<file path="src/rtl/lane_scanner.sv">
// Snapshots WIDTH flag bits on start and presents each set-bit index LSB->MSB over valid/ready,
// then pulses a one-hot clear; first index valid k+2 edges after start, held until out_ready.
module lane_scanner #(
    parameter int WIDTH = 16,
    parameter int IDX_W = 4
) (
    input  logic             clock,
    input  logic             reset_n,
    input  logic             start,
    input  logic             abort,
    input  logic [WIDTH-1:0] lanes,
    input  logic             out_ready,
    output logic             out_valid,
    output logic [IDX_W-1:0] out_index,
    output logic [WIDTH-1:0] clr_mask,
    output logic             busy,
    output logic             done
);

    typedef enum logic [1:0] {
        S_IDLE,
        S_SCAN,
        S_PRESENT,
        S_DONE
    } state_t;

    localparam logic [IDX_W-1:0] LAST_IDX = IDX_W'(WIDTH - 1);

    state_t           r_state;
    state_t           w_next;
    logic [WIDTH-1:0] r_snap;
    logic [IDX_W-1:0] r_ptr;
    logic             r_out_valid;
    logic [WIDTH-1:0] r_clr_mask;

    logic w_hs;
    logic w_bit;
    logic w_last;

    assign w_hs   = (r_state == S_PRESENT) && r_out_valid && out_ready && !abort;
    assign w_bit  = r_snap[r_ptr];
    assign w_last = (r_ptr == LAST_IDX);

    always_ff @(posedge clock or negedge reset_n) begin
        if (!reset_n) begin
            r_state <= S_IDLE;
        end else begin
            r_state <= w_next;
        end
    end

    always_comb begin
        w_next = r_state;
        if (abort) begin
            w_next = S_IDLE;
        end else begin
            case (r_state)
                S_IDLE: begin
                    if (start) begin
                        w_next = (|lanes) ? S_SCAN : S_DONE;
                    end
                end
                S_SCAN: begin
                    if (w_bit) begin
                        w_next = S_PRESENT;
                    end else if (w_last) begin
                        w_next = S_DONE;
                    end
                end
                S_PRESENT: begin
                    if (w_hs) begin
                        w_next = w_last ? S_DONE : S_SCAN;
                    end
                end
                S_DONE:  w_next = S_IDLE;
                default: w_next = S_IDLE;
            endcase
        end
    end

    // out_valid is registered off the state, so it rises one edge after PRESENT is entered
    always_ff @(posedge clock or negedge reset_n) begin
        if (!reset_n) begin
            r_snap      <= '0;
            r_ptr       <= '0;
            r_out_valid <= 1'b0;
            r_clr_mask  <= '0;
        end else begin
            r_clr_mask  <= '0;
            r_out_valid <= (r_state == S_PRESENT) && !w_hs && !abort;
            if (!abort) begin
                case (r_state)
                    S_IDLE: begin
                        if (start && (|lanes)) begin
                            r_snap <= lanes;
                            r_ptr  <= '0;
                        end
                    end
                    S_SCAN: begin
                        if (!w_bit && !w_last) begin
                            r_ptr <= r_ptr + IDX_W'(1);
                        end
                    end
                    S_PRESENT: begin
                        if (w_hs) begin
                            r_snap[r_ptr] <= 1'b0;
                            r_clr_mask    <= WIDTH'(1) << r_ptr;
                            if (!w_last) begin
                                r_ptr <= r_ptr + IDX_W'(1);
                            end
                        end
                    end
                    default: begin
                    end
                endcase
            end
        end
    end

    assign out_valid = r_out_valid;
    assign out_index = r_ptr;
    assign clr_mask  = r_clr_mask;
    assign busy      = (r_state != S_IDLE);
    assign done      = (r_state == S_DONE);

endmodule

</file>
<file path="config.mk">
export PLATFORM = sky130hd
export DESIGN_NAME = lane_scanner
export DESIGN_NICKNAME = d
export VERILOG_FILES = /design/src/rtl/lane_scanner.sv
export SDC_FILE = /design/constraint.sdc
export NUM_CORES = 1
export LEC_CHECK = 0
export ABC_AREA = 1
export CORE_MARGIN = 3
export CORE_UTILIZATION = 33
export CTS_BUF_LIST = sky130_fd_sc_hd__clkbuf_8
export DETAILED_ROUTE_END_ITERATION = 10
export REMOVE_ABC_BUFFERS = 1
export SLEW_MARGIN = 20
export SYNTH_ARGS = -nofsm -noshare
export SYNTH_HDL_FRONTEND = slang
export SYNTH_SLANG_ARGS = --single-unit
</file>
<file path="constraint.sdc">
create_clock -name clock -period 5 [get_ports clock]
set_input_delay 1 -clock clock [delete_from_list [all_inputs] [get_ports clock]]
set_output_delay 1 -clock clock [all_outputs]
set_load 0.02 [all_outputs]
</file>
==> key figures, run 1 <==
Critical path
  – Critical path start-end classification: register to output port
  – Worst EP required: about 4000 ps
  – Startpoint Class: register
  – FF-to-FF Start: r_state[0]$_DFFE_PN0P_
  – Register-to-register path setup slack: 2620 ps
  – Max FO, Critical Path: 4
  – Element type at the critical path end: output port
  – End of the worst register-to-register path: r_snap[14]$_DFFE_PN0P_
  – Worst path arrival time: 1710 ps
  – FF-to-FF path depth: 8

Yosys
  – Area of the mapped netlist: 2310 µm²
  – Post-synthesis cell count: 318
  – Main area contributors after synthesis: sky130_fd_sc_hd__dfrtp_1, sky130_fd_sc_hd__nand2_1, sky130_fd_sc_hd__inv_1, sky130_fd_sc_hd__nand3_1, sky130_fd_sc_hd__ha_1
  – Most used flip-flop cell after synthesis: sky130_fd_sc_hd__dfrtp_1
  – Post-synthesis adder-cell area fraction: 5.41%
  – Number of register bits inferred by synthesis: 39
  – Cell taking the most area after synthesis: sky130_fd_sc_hd__dfrtp_1
  – Number of synthesized flops with an enable pin: 0
  – Share of cell area taken by muxes after synthesis: 0%
  – Synthesized area per cell: 7.27 µm²
  – Area fraction in and, or, nand and nor cells after synthesis: 31.7%
  – Area share of the largest cell type after synthesis: 42.2%
  – Proportion of synthesized chip area in sequential cells: 42.2%
  – FFs w/ async S/R, synth: 100%
  – Synth warn: 0
  – Dominant combinational cell family by area after synthesis: simple AND/OR/NAND/NOR gates
  – Library cells used by synthesis: 26
  – XOR/XNOR share of the synthesized area: 0%
  – Complex-gate fraction of the synthesized area: 7.90%

Layout
  – Sequential cell area: just under 1000 µm²
  – Most used cells in the layout excluding fill and tap cells: sky130_fd_sc_hd__nand2_1, sky130_fd_sc_hd__inv_1, sky130_fd_sc_hd__clkdlybuf4s50_1, sky130_fd_sc_hd__dfrtp_1, sky130_fd_sc_hd__nand3_1
  – Multi-input gate area in the final layout: 1040 µm²
  – Area Overhead vs Synth: 26.8%
  – Share of final-layout standard cells stronger than drive strength 1: 8.86%
  – Final cell area excluding filler cells: slightly below 3000 µm²
  – Fillers: 718
  – Diode insertion count for antenna repair: 0
  – Nets@finish: 391
  – Most common cell after layout, fill and taps aside: sky130_fd_sc_hd__nand2_1

Drt
  – Via-per-instance ratio: 4.46
  – Met2 routed wirelength: 2.42 mm
  – Wire length after detailed routing: around 5.2 mm
  – Total number of vias: 2023
  – Count of nets left with antenna violations after detail routing: 0
  – Top routing layer in use: met4
  – Average routed wire per standard cell: 11.5 µm
  – Detail Route met3 WL: about 280 µm
  – First-pass DRT Iterations: 4
  – Post-route DRC: 0
  – Routed met1 length: 2.47 mm
  – Initial DRC Count: 97

GRT
  – Global-route congestion overflow total: 0
  – Global-route wire length before repair: 9.20 mm
  – Number of global-route vias before repair: between 1500 and 2000
  – Overall Global Routing Usage: roughly 14%
  – Pin count of the biggest net entering global routing: 40
  – Initial antenna violation count: 0

Floorplan
  – Chip Width: 89.7 µm
  – Row count: 29
  – Area of the placeable core: 6570 µm²
  – Die Ht: 89.7 µm
  – Area of the die: 8050 µm²
  – Ports placed on the boundary: 44
  – Initial core utilization: 35.2%

CTS
  – Insertion delay to the later sink of the worst-skew pair: 290 ps
  – Number of hold buffers added after CTS: 0
  – Number of buffers created by CTS: 5
  – CTS-repair resized insts: 0
  – Root Buffer Master: sky130_fd_sc_hd__clkbuf_8
  – Clock input transition at the sequential cells of the worst setup and hold paths: 80 ps
  – Clock sinks: 39
  – # Post-CTS Setup Buffers: 0
  – # H-tree levels: 2
  – Clock tree from TritonCTS: built
  – CTS max path bufs: 2

Status
  – Run status: completed

Placed design
  – DP Wirelength: 3.98 mm
  – Quantity of I/O buffers inserted on ports: 43
  – Global placement routability congestion: 0.842
  – Post-Place Cell Area: 2810 µm²

Run
  – Max-cap violations: 0

Hold path
  – Source of the worst hold timing path: r_snap[4]$_DFFE_PN0P_
  – Hold WC Path Type: register to register
  – Worst min-delay path endpoint: r_snap[4]$_DFFE_PN0P_
  – Cell depth of the worst hold path: 2

Pwr
  – Areal power density over the cells: 426 nW/µm²
  – Peak supply drop: 135 µV
  – Leakage component of the power: 1.47 nW

Timing
  – Number of max-slew violations in the final report: 0
  – Slew at the pin closest to its max-slew limit: about 860 ps
  – Worst-case headroom to the max-slew limit: 42.6%
  – Worst Skew: 4.20 ps
  – Post-route fraction of the period consumed by the critical path: 54.2%
  – Final setup violation count: 0
  – Final hold viol count: 0
  – Minimum clock period: 2710 ps
  – Max Clk Rate: between 300 and 400 MHz
  – Setup_tns: 0 ps
  – Unrepaired setup endpoints after global routing: no
how the worst max path moves through the flow:
stage | from | end | slack, ps | cells after the start
final | r_state[0]$_DFFE_PN0P_ | busy | 2290 | 4
after CTS | r_state[0]$_DFFE_PN0P_ | busy | 2280 | 4
after global placement | abort | r_snap[15]$_DFFE_PN0P_ | 2130 | 7
after global routing | abort | r_snap[3]$_DFFE_PN0P_ | 2110 | 7
after detailed placement | abort | r_snap[13]$_DFFE_PN0P_ | 2040 | 6
after floorplan | r_state[0]$_DFFE_PN0P_ | r_snap[0]$_DFFE_PN0P_ | 2600 | 7
layout make-up:
| type | instances | share of cell area [%] |
|---|---|---|
| clock buffers | 6 | 2.82 |
| clock inverters | 2 | 1.20 |
| inverters | 66 | 8.45 |
| multi-input cells | 204 | 35.5 |
| flip-flops and latches | 39 | 33.3 |
| well taps | 93 | 3.97 |
| repair buffers | 44 | 14.8 |
layer usage:
layer	GRT usage [%]	up-vias
met5	0	-
met3	3.92	5
li1	-	1058
met1	17.8	913
met4	4.98	0
met2	22.5	47
worst max-delay path, stage by stage (launching register included):
cell                              delay, ps
sky130_fd_sc_hd__dfrtp_1                400
sky130_fd_sc_hd__inv_1                   80
sky130_fd_sc_hd__ha_1                   240
sky130_fd_sc_hd__inv_2                   90
sky130_fd_sc_hd__clkdlybuf4s50_1        600
synth_stat cells (2+ instances only):
| cell | number |
|---|---|
| sky130_fd_sc_hd__buf_2 | 5 |
| sky130_fd_sc_hd__clkbuf_1 | 2 |
| sky130_fd_sc_hd__dfrtp_1 | 39 |
| sky130_fd_sc_hd__ha_1 | 10 |
| sky130_fd_sc_hd__inv_1 | 56 |
| sky130_fd_sc_hd__inv_2 | 9 |
| sky130_fd_sc_hd__nand2_1 | 79 |
| sky130_fd_sc_hd__nand2_2 | 4 |
| sky130_fd_sc_hd__nand2_4 | 2 |
| sky130_fd_sc_hd__nand3_1 | 37 |
| sky130_fd_sc_hd__nor2_1 | 24 |
| sky130_fd_sc_hd__nor2_2 | 2 |
| sky130_fd_sc_hd__nor3_1 | 4 |
| sky130_fd_sc_hd__o21ai_0 | 18 |
| sky130_fd_sc_hd__o21ai_1 | 16 |
where the power goes:
group | leakage [nW] | internal [W] | total [W] | switching [W]
Combinational | 0.888 | 0.000194 | 0.000502 | 0.000308
Clock | 0.0612 | 0.000161 | 0.000274 | 0.000113
Sequential | 0.518 | 0.000390 | 0.000472 | 0.0000818
metrics by stage:
stage	setup WS, ps	power [W]	instances	hold WS [ps]	util (%)
floorplan	2600	0.000831	309	481	-
finish	2290	0.00125	454	520	44.6
global route	2110	0.00137	454	556	44.6
detailed placement	2040	0.000982	446	508	42.8
global placement	2130	0.000972	446	497	42.8
CTS	2280	0.00126	454	526	44.6
kinds of logic (layout without fill, tap and decap cells):
family / Yosys count / after routing
AOI/OAI and AO/OA: 36 / 36
and+or+nand+nor: 158 / 158
adders and majority gates: 10 / 10
DFF: 39 / 39
buffers and inverters: 75 / 118
sequential cells by signal (all words and copies together) (netlist names):
name       count
r_snap        16
out_index      4
out_valid      1
r_state        2
clr_mask      16
(Power assumes the default switching activity.)
==> run 2: changes to the inputs <==
clock period = 2.25 ns   (was 5 ns; I/O delays follow)
==> key figures, run 2 (synthesized netlist as in run 1, its figures left out) <==
Critical path
  – Kind of cell adding the most delay to the critical path: buffers and inverters
  – FF-to-FF path depth: 8 (unchanged)
  – Slowest CP cell: sky130_fd_sc_hd__clkdlybuf4s50_1
  – FF-to-FF Start: r_state[0]$_DFFE_PN0P_
  – Startpoint Class: register
  – Critical path start-end classification: register to output port
  – Cell Chain, Critical Path: clkdlybuf4s50_1
  – Delay contributed by the slowest stage of the critical path: 710 ps (+110 ps)
  – Register-to-register path setup slack: 460 ps (-2160 ps)
  – Element type at the critical path end: output port
  – Max FO, Critical Path: 15 (+11)
  – End of the worst register-to-register path: r_snap[10]$_DFFE_PN0P_
  – Worst path arrival time: 1680 ps (-30 ps)
  – Count of buffering cells on the critical path with inverters included: 1 (-2)
  – Worst EP required: 1800 ps (-2200 ps)

Timing
  – Worst Skew: 4.40 ps (+0.201 ps)
  – Minimum clock period: 2130 ps
  – Unrepaired setup endpoints after global routing: no
  – Final hold viol count: 0 (unchanged)
  – Number of max-slew violations in the final report: 0 (unchanged)
  – Worst-case headroom to the max-slew limit: 44.3% (+1.7 points)
  – Max Clk Rate: 469 MHz
  – Slew at the pin closest to its max-slew limit: 835 ps (-25.7 ps)
  – Setup_tns: 0 ps (unchanged)
  – Final setup violation count: 0 (unchanged)
  – Post-route fraction of the period consumed by the critical path: 94.8%

Layout
  – Final cell area excluding filler cells: 2980 µm² (+1.8%)
  – Share of final-layout standard cells stronger than drive strength 1: 9.34% (+0.48 points)
  – Nets@finish: 394 (+0.77%)
  – Diode insertion count for antenna repair: 0 (unchanged)
  – Most used cells in the layout excluding fill and tap cells: sky130_fd_sc_hd__nand2_1, sky130_fd_sc_hd__inv_1, sky130_fd_sc_hd__clkdlybuf4s50_1, sky130_fd_sc_hd__dfrtp_1, sky130_fd_sc_hd__nand3_1
  – Most common cell after layout, fill and taps aside: sky130_fd_sc_hd__nand2_1
  – Area Overhead vs Synth: 29.1%

Drt
  – Met2 routed wirelength: 2.27 mm (-6.0%)
  – Top routing layer in use: met4
  – First-pass DRT Iterations: 4 (unchanged)
  – Detail Route met3 WL: 271 µm (-2.9%)
  – Post-route DRC: 0 (unchanged)
  – Count of nets left with antenna violations after detail routing: 0 (unchanged)
  – Average routed wire per standard cell: 11.3 µm (-2.4%)
  – Wire length after detailed routing: 5.15 mm (-1.7%)
  – Initial DRC Count: 82 (-15%)
  – Total number of vias: 2021 (-0.099%)
  – Via-per-instance ratio: 4.42 (-0.75%)
  – Routed met1 length: 2.53 mm (+2.3%)

Floorplan
  – Ports placed on the boundary: 44 (unchanged)
  – Initial core utilization: 35.2% (unchanged)
  – Die Ht: 89.7 µm (unchanged)
  – Chip Width: 89.7 µm (unchanged)
  – Area of the placeable core: 6570 µm² (unchanged)
  – Area of the die: 8050 µm² (unchanged)
  – Row count: 29 (unchanged)

GRT
  – Global-route congestion overflow total: 0 (unchanged)
  – Pin count of the biggest net entering global routing: 40 (unchanged)
  – Global-route wire length before repair: 8.89 mm (-3.4%)
  – Initial antenna violation count: 0 (unchanged)
  – Overall Global Routing Usage: 13.5% (-0.41 points)
  – Number of global-route vias before repair: 1864 (-6.7%)

Pwr
  – Leakage component of the power: 1.51 nW (+2.6%)
  – Peak supply drop: 286 µV (+110%)
  – Areal power density over the cells: 962 nW/µm² (+130%)

CTS
  – # Post-CTS Setup Buffers: 0 (unchanged)
  – Clock tree from TritonCTS: built
  – Clock input transition at the sequential cells of the worst setup and hold paths: 70 ps (about the same)
  – # H-tree levels: 2 (unchanged)
  – Clock sinks: 39 (unchanged)
  – Number of hold buffers added after CTS: 0 (unchanged)
  – CTS max path bufs: 2 (unchanged)
  – Number of buffers created by CTS: 5 (unchanged)
  – CTS-repair resized insts: 0 (unchanged)
  – Root Buffer Master: sky130_fd_sc_hd__clkbuf_8
  – Insertion delay to the later sink of the worst-skew pair: 290 ps (about the same)

Status
  – Run status: completed

Placed design
  – Post-Place Cell Area: 2850 µm² (+1.2%)
  – DP Wirelength: 3.89 mm (-2.1%)
  – Quantity of I/O buffers inserted on ports: 43 (unchanged)
  – Global placement routability congestion: 0.874 (+3.8%)

Run
  – Max-cap violations: 0 (unchanged)

Hold path
  – Hold WC Path Type: input pin to async pin
-- run 2: cell types whose count changed in the layout (fill, tap and decap cells not counted), sizes merged --
cell           previous run  this run
clkbuf                    6         5
inv                      65        66
clkdlybuf4s50            42        41
clkinv                    2         1
dlymetal6s2s              0         1
bufinv                    1         2
buf                       2         5
-- run 2: per-stage QoR --
stage               util (%)  hold WS, ps  instances  total power, W  setup slack [ps]
global route            45.4          344        457         0.00314              26.8
finish                  45.4          257        457         0.00287               117
CTS                     45.4          300        457         0.00291              66.0
detailed placement      43.4          502        449         0.00221               259
floorplan                  -          154        309         0.00185              -148
global placement        43.4          497        449         0.00220               270
-- run 2: routing by layer --
metal	GRT usage, %	vias to the layer above
met5	0	-
met4	6.00	0
met3	3.26	8
met2	20.1	58
met1	18.6	881
li1	-	1074
-- run 2: worst max path at each step --
stage                                  start  slack [ps]  depth (start not counted)                     end
finish              out_index[0]$_DFFE_PN0P_         120                          1            out_index[0]
global route        out_index[0]$_DFFE_PN0P_          30                          1            out_index[0]
CTS                   r_state[0]$_DFFE_PN0P_          70                          4                    busy
detailed placement                  lanes[9]         260                         11  r_snap[10]$_DFFE_PN0P_
global placement                    lanes[1]         270                         11  r_snap[10]$_DFFE_PN0P_
floorplan             r_state[0]$_DFFE_PN0P_        -150                          7   r_snap[0]$_DFFE_PN0P_
-- run 2: final cells by class --
| cell class | instances | area, µm² |
|---|---|---|
| Timing Repair Buffer | 47 | 470 |
| Sequential cell | 39 | 976 |
| Fill cell | 674 | 3580 |
| Clock buffer | 5 | 68.8 |
| Tap cell | 93 | 116 |
| Inverter | 66 | 248 |
| Clock inverter | 3 | 63.8 |
| Multi-Input combinational cell | 204 | 1040 |
-- run 2: power breakdown --
| group | total [W] | internal (W) | leakage, nW | switching [W] |
|---|---|---|---|---|
| combinational | 0.00115 | 0.000457 | 0.919 | 0.000695 |
| sequential | 0.00104 | 0.000867 | 0.518 | 0.000172 |
| clock | 0.000680 | 0.000439 | 0.0695 | 0.000241 |
==> run 3: changes to the inputs <==
CORE_MARGIN = not set   (was 3)
==> key figures, run 3 (synthesized netlist as in run 1, its figures left out) <==
Status
  – Run status: completed

Pwr
  – Leakage component of the power: 1.49 nW (-0.92%)
  – Peak supply drop: 300 µV (+4.8%)
  – Areal power density over the cells: 914 nW/µm² (-5.0%)
  – Power after layout: 0.00270 W (-6.0%)

CTS
  – Number of hold buffers added after CTS: 0 (unchanged)
  – Insertion delay to the later sink of the worst-skew pair: 290 ps (about the same)
  – # Post-CTS Setup Buffers: 0 (unchanged)
  – Clock input transition at the sequential cells of the worst setup and hold paths: 70 ps (about the same)
  – # H-tree levels: 2 (unchanged)
  – Clock tree from TritonCTS: built
  – CTS-repair resized insts: 0 (unchanged)
  – Clock sinks: 39 (unchanged)
  – Number of buffers created by CTS: 5 (unchanged)
  – CTS max path bufs: 2 (unchanged)
  – Root Buffer Master: sky130_fd_sc_hd__clkbuf_8

Timing
  – Minimum clock period: 2130 ps (-7.17 ps)
  – Worst-case headroom to the max-slew limit: 42.4% (-1.9 points)
  – Final setup violation count: 0 (unchanged)
  – Hold slack: 270 ps (+13.2 ps)
  – Number of max-slew violations in the final report: 0 (unchanged)
  – Slew at the pin closest to its max-slew limit: 864 ps (+28.9 ps)
  – Worst Skew: 6.20 ps (+1.79 ps)
  – Post-route fraction of the period consumed by the critical path: 94.5% (-0.32 points)
  – Unrepaired setup endpoints after global routing: no
  – Final hold viol count: 0 (unchanged)
  – Max Clk Rate: 470 MHz (+0.34%)

Critical path
  – Setup crit start: out_index[0]$_DFFE_PN0P_
  – Worst path arrival time: 1680 ps (about the same)
  – Register-to-register path setup slack: 480 ps (+20 ps)
  – FF-to-FF path depth: 12 (+4)
  – End of the worst register-to-register path: out_index[2]$_DFFE_PN0P_
  – Count of buffering cells on the critical path with inverters included: 1 (unchanged)
  – Startpoint Class: register
  – Max FO, Critical Path: 15 (unchanged)
  – Slowest CP cell: sky130_fd_sc_hd__clkdlybuf4s50_1
  – FF-to-FF Start: out_index[0]$_DFFE_PN0P_
  – Kind of cell adding the most delay to the critical path: buffers and inverters
  – Cell Chain, Critical Path: clkdlybuf4s50_1
  – Worst EP required: 1800 ps (about the same)
  – Delay contributed by the slowest stage of the critical path: 700 ps (about the same)
  – Element type at the critical path end: output port
  – Critical path start-end classification: register to output port

Floorplan
  – Area of the placeable core: 6790 µm² (+3.4%)
  – Row count: 30 (+3.4%)
  – Area of the die: 7350 µm² (-8.7%)
  – Ports placed on the boundary: 44 (unchanged)
  – Die Ht: 85.7 µm (-4.5%)
  – Chip Width: 85.7 µm (-4.5%)
  – Initial core utilization: 34.0% (-1.2 points)

Drt
  – Initial DRC Count: 108 (+32%)
  – Total number of vias: 2049 (+1.4%)
  – Via-per-instance ratio: 4.45 (+0.72%)
  – Post-route DRC: 0 (unchanged)
  – Count of nets left with antenna violations after detail routing: 0 (unchanged)
  – Wire length after detailed routing: 5.15 mm (-0.14%)
  – Average routed wire per standard cell: 11.2 µm (-0.79%)
  – First-pass DRT Iterations: 6 (+2)

GRT
  – Initial antenna violation count: 0 (unchanged)
  – Overall Global Routing Usage: 15.5% (+2.0 points)
  – Global-route congestion overflow total: 0 (unchanged)
  – Number of global-route vias before repair: 1916 (+2.8%)
  – Pin count of the biggest net entering global routing: 40 (unchanged)
  – Global-route wire length before repair: 8.96 mm (+0.70%)

Placed design
  – DP Wirelength: 3.81 mm (-2.0%)
  – Global placement routability congestion: 0.865 (-1.1%)
  – Quantity of I/O buffers inserted on ports: 43 (unchanged)

Layout
  – Area Overhead vs Synth: 27.8%
  – Multi-input gate area in the final layout: 1040 µm² (unchanged)
  – Most used cells in the layout excluding fill and tap cells: sky130_fd_sc_hd__nand2_1, sky130_fd_sc_hd__inv_1, sky130_fd_sc_hd__clkdlybuf4s50_1, sky130_fd_sc_hd__dfrtp_1, sky130_fd_sc_hd__nand3_1
  – Nets@finish: 394 (unchanged)
  – Diode insertion count for antenna repair: 0 (unchanged)
  – Fillers: 699 (+3.7%)
  – Sequential cell area: 976 µm² (unchanged)
  – Share of final-layout standard cells stronger than drive strength 1: 9.34% (unchanged)
  – Most common cell after layout, fill and taps aside: sky130_fd_sc_hd__nand2_1

Run
  – Max-cap violations: 0 (unchanged)

Hold path
  – Hold WC Path Type: input pin to async pin
-- run 3: cell types whose count changed in the layout (fill, tap and decap cells not counted), sizes merged --
cell    previous run  this run
bufinv             2         0
clkbuf             5         7
-- run 3: through the flow --
stage / setup WS [ps] / instances / setup TNS, ps / cell area [µm²] / utilization, %
floorplan: -148 / 309 / -2380 / 2260 / -
global placement: 314 / 452 / 0 / 2850 / 42.0
detailed placement: 274 / 452 / 0 / 2850 / 42.0
CTS: 82.7 / 460 / 0 / 2950 / 43.5
global route: 61.4 / 460 / 0 / 2960 / 43.5
finish: 124 / 460 / 0 / 2960 / 43.5
-- run 3: layout make-up --
type / count / area share, %
Inverter: 66 / 8.38
Clock inverter: 1 / 0.127
Sequential cell: 39 / 33.0
Clock buffer: 7 / 3.26
Tap cell: 96 / 4.06
Timing Repair Buffer: 47 / 15.9
Multi-Input combinational cell: 204 / 35.2
-- run 3: worst max-delay path by stage --
stage / slack (ps) / cells past startpoint / end
2_1_floorplan: -150 / 7 / r_snap[0]$_DFFE_PN0P_
3_3_place_gp: 310 / 11 / r_snap[7]$_DFFE_PN0P_
3_5_place_dp: 270 / 11 / r_snap[11]$_DFFE_PN0P_
4_1_cts: 80 / 4 / busy
5_1_grt: 60 / 1 / out_index[0]
6_report: 120 / 1 / out_index[0]
-- run 3: per-layer routing --
metal  vias up  routed length [µm]  global-route usage (%)
met3         7                 168                    2.79
met2        51                2430                    24.7
li1       1069                   -                       -
met5         -                   0                       0
met1       922                2460                    20.8
met4         0                  82                    6.21
-- run 3: power breakdown --
group | internal, W | leakage, nW | switching (W)
clock | 0.000275 | 0.0557 | 0.000232
sequential | 0.000867 | 0.518 | 0.000170
combinational | 0.000458 | 0.919 | 0.000698
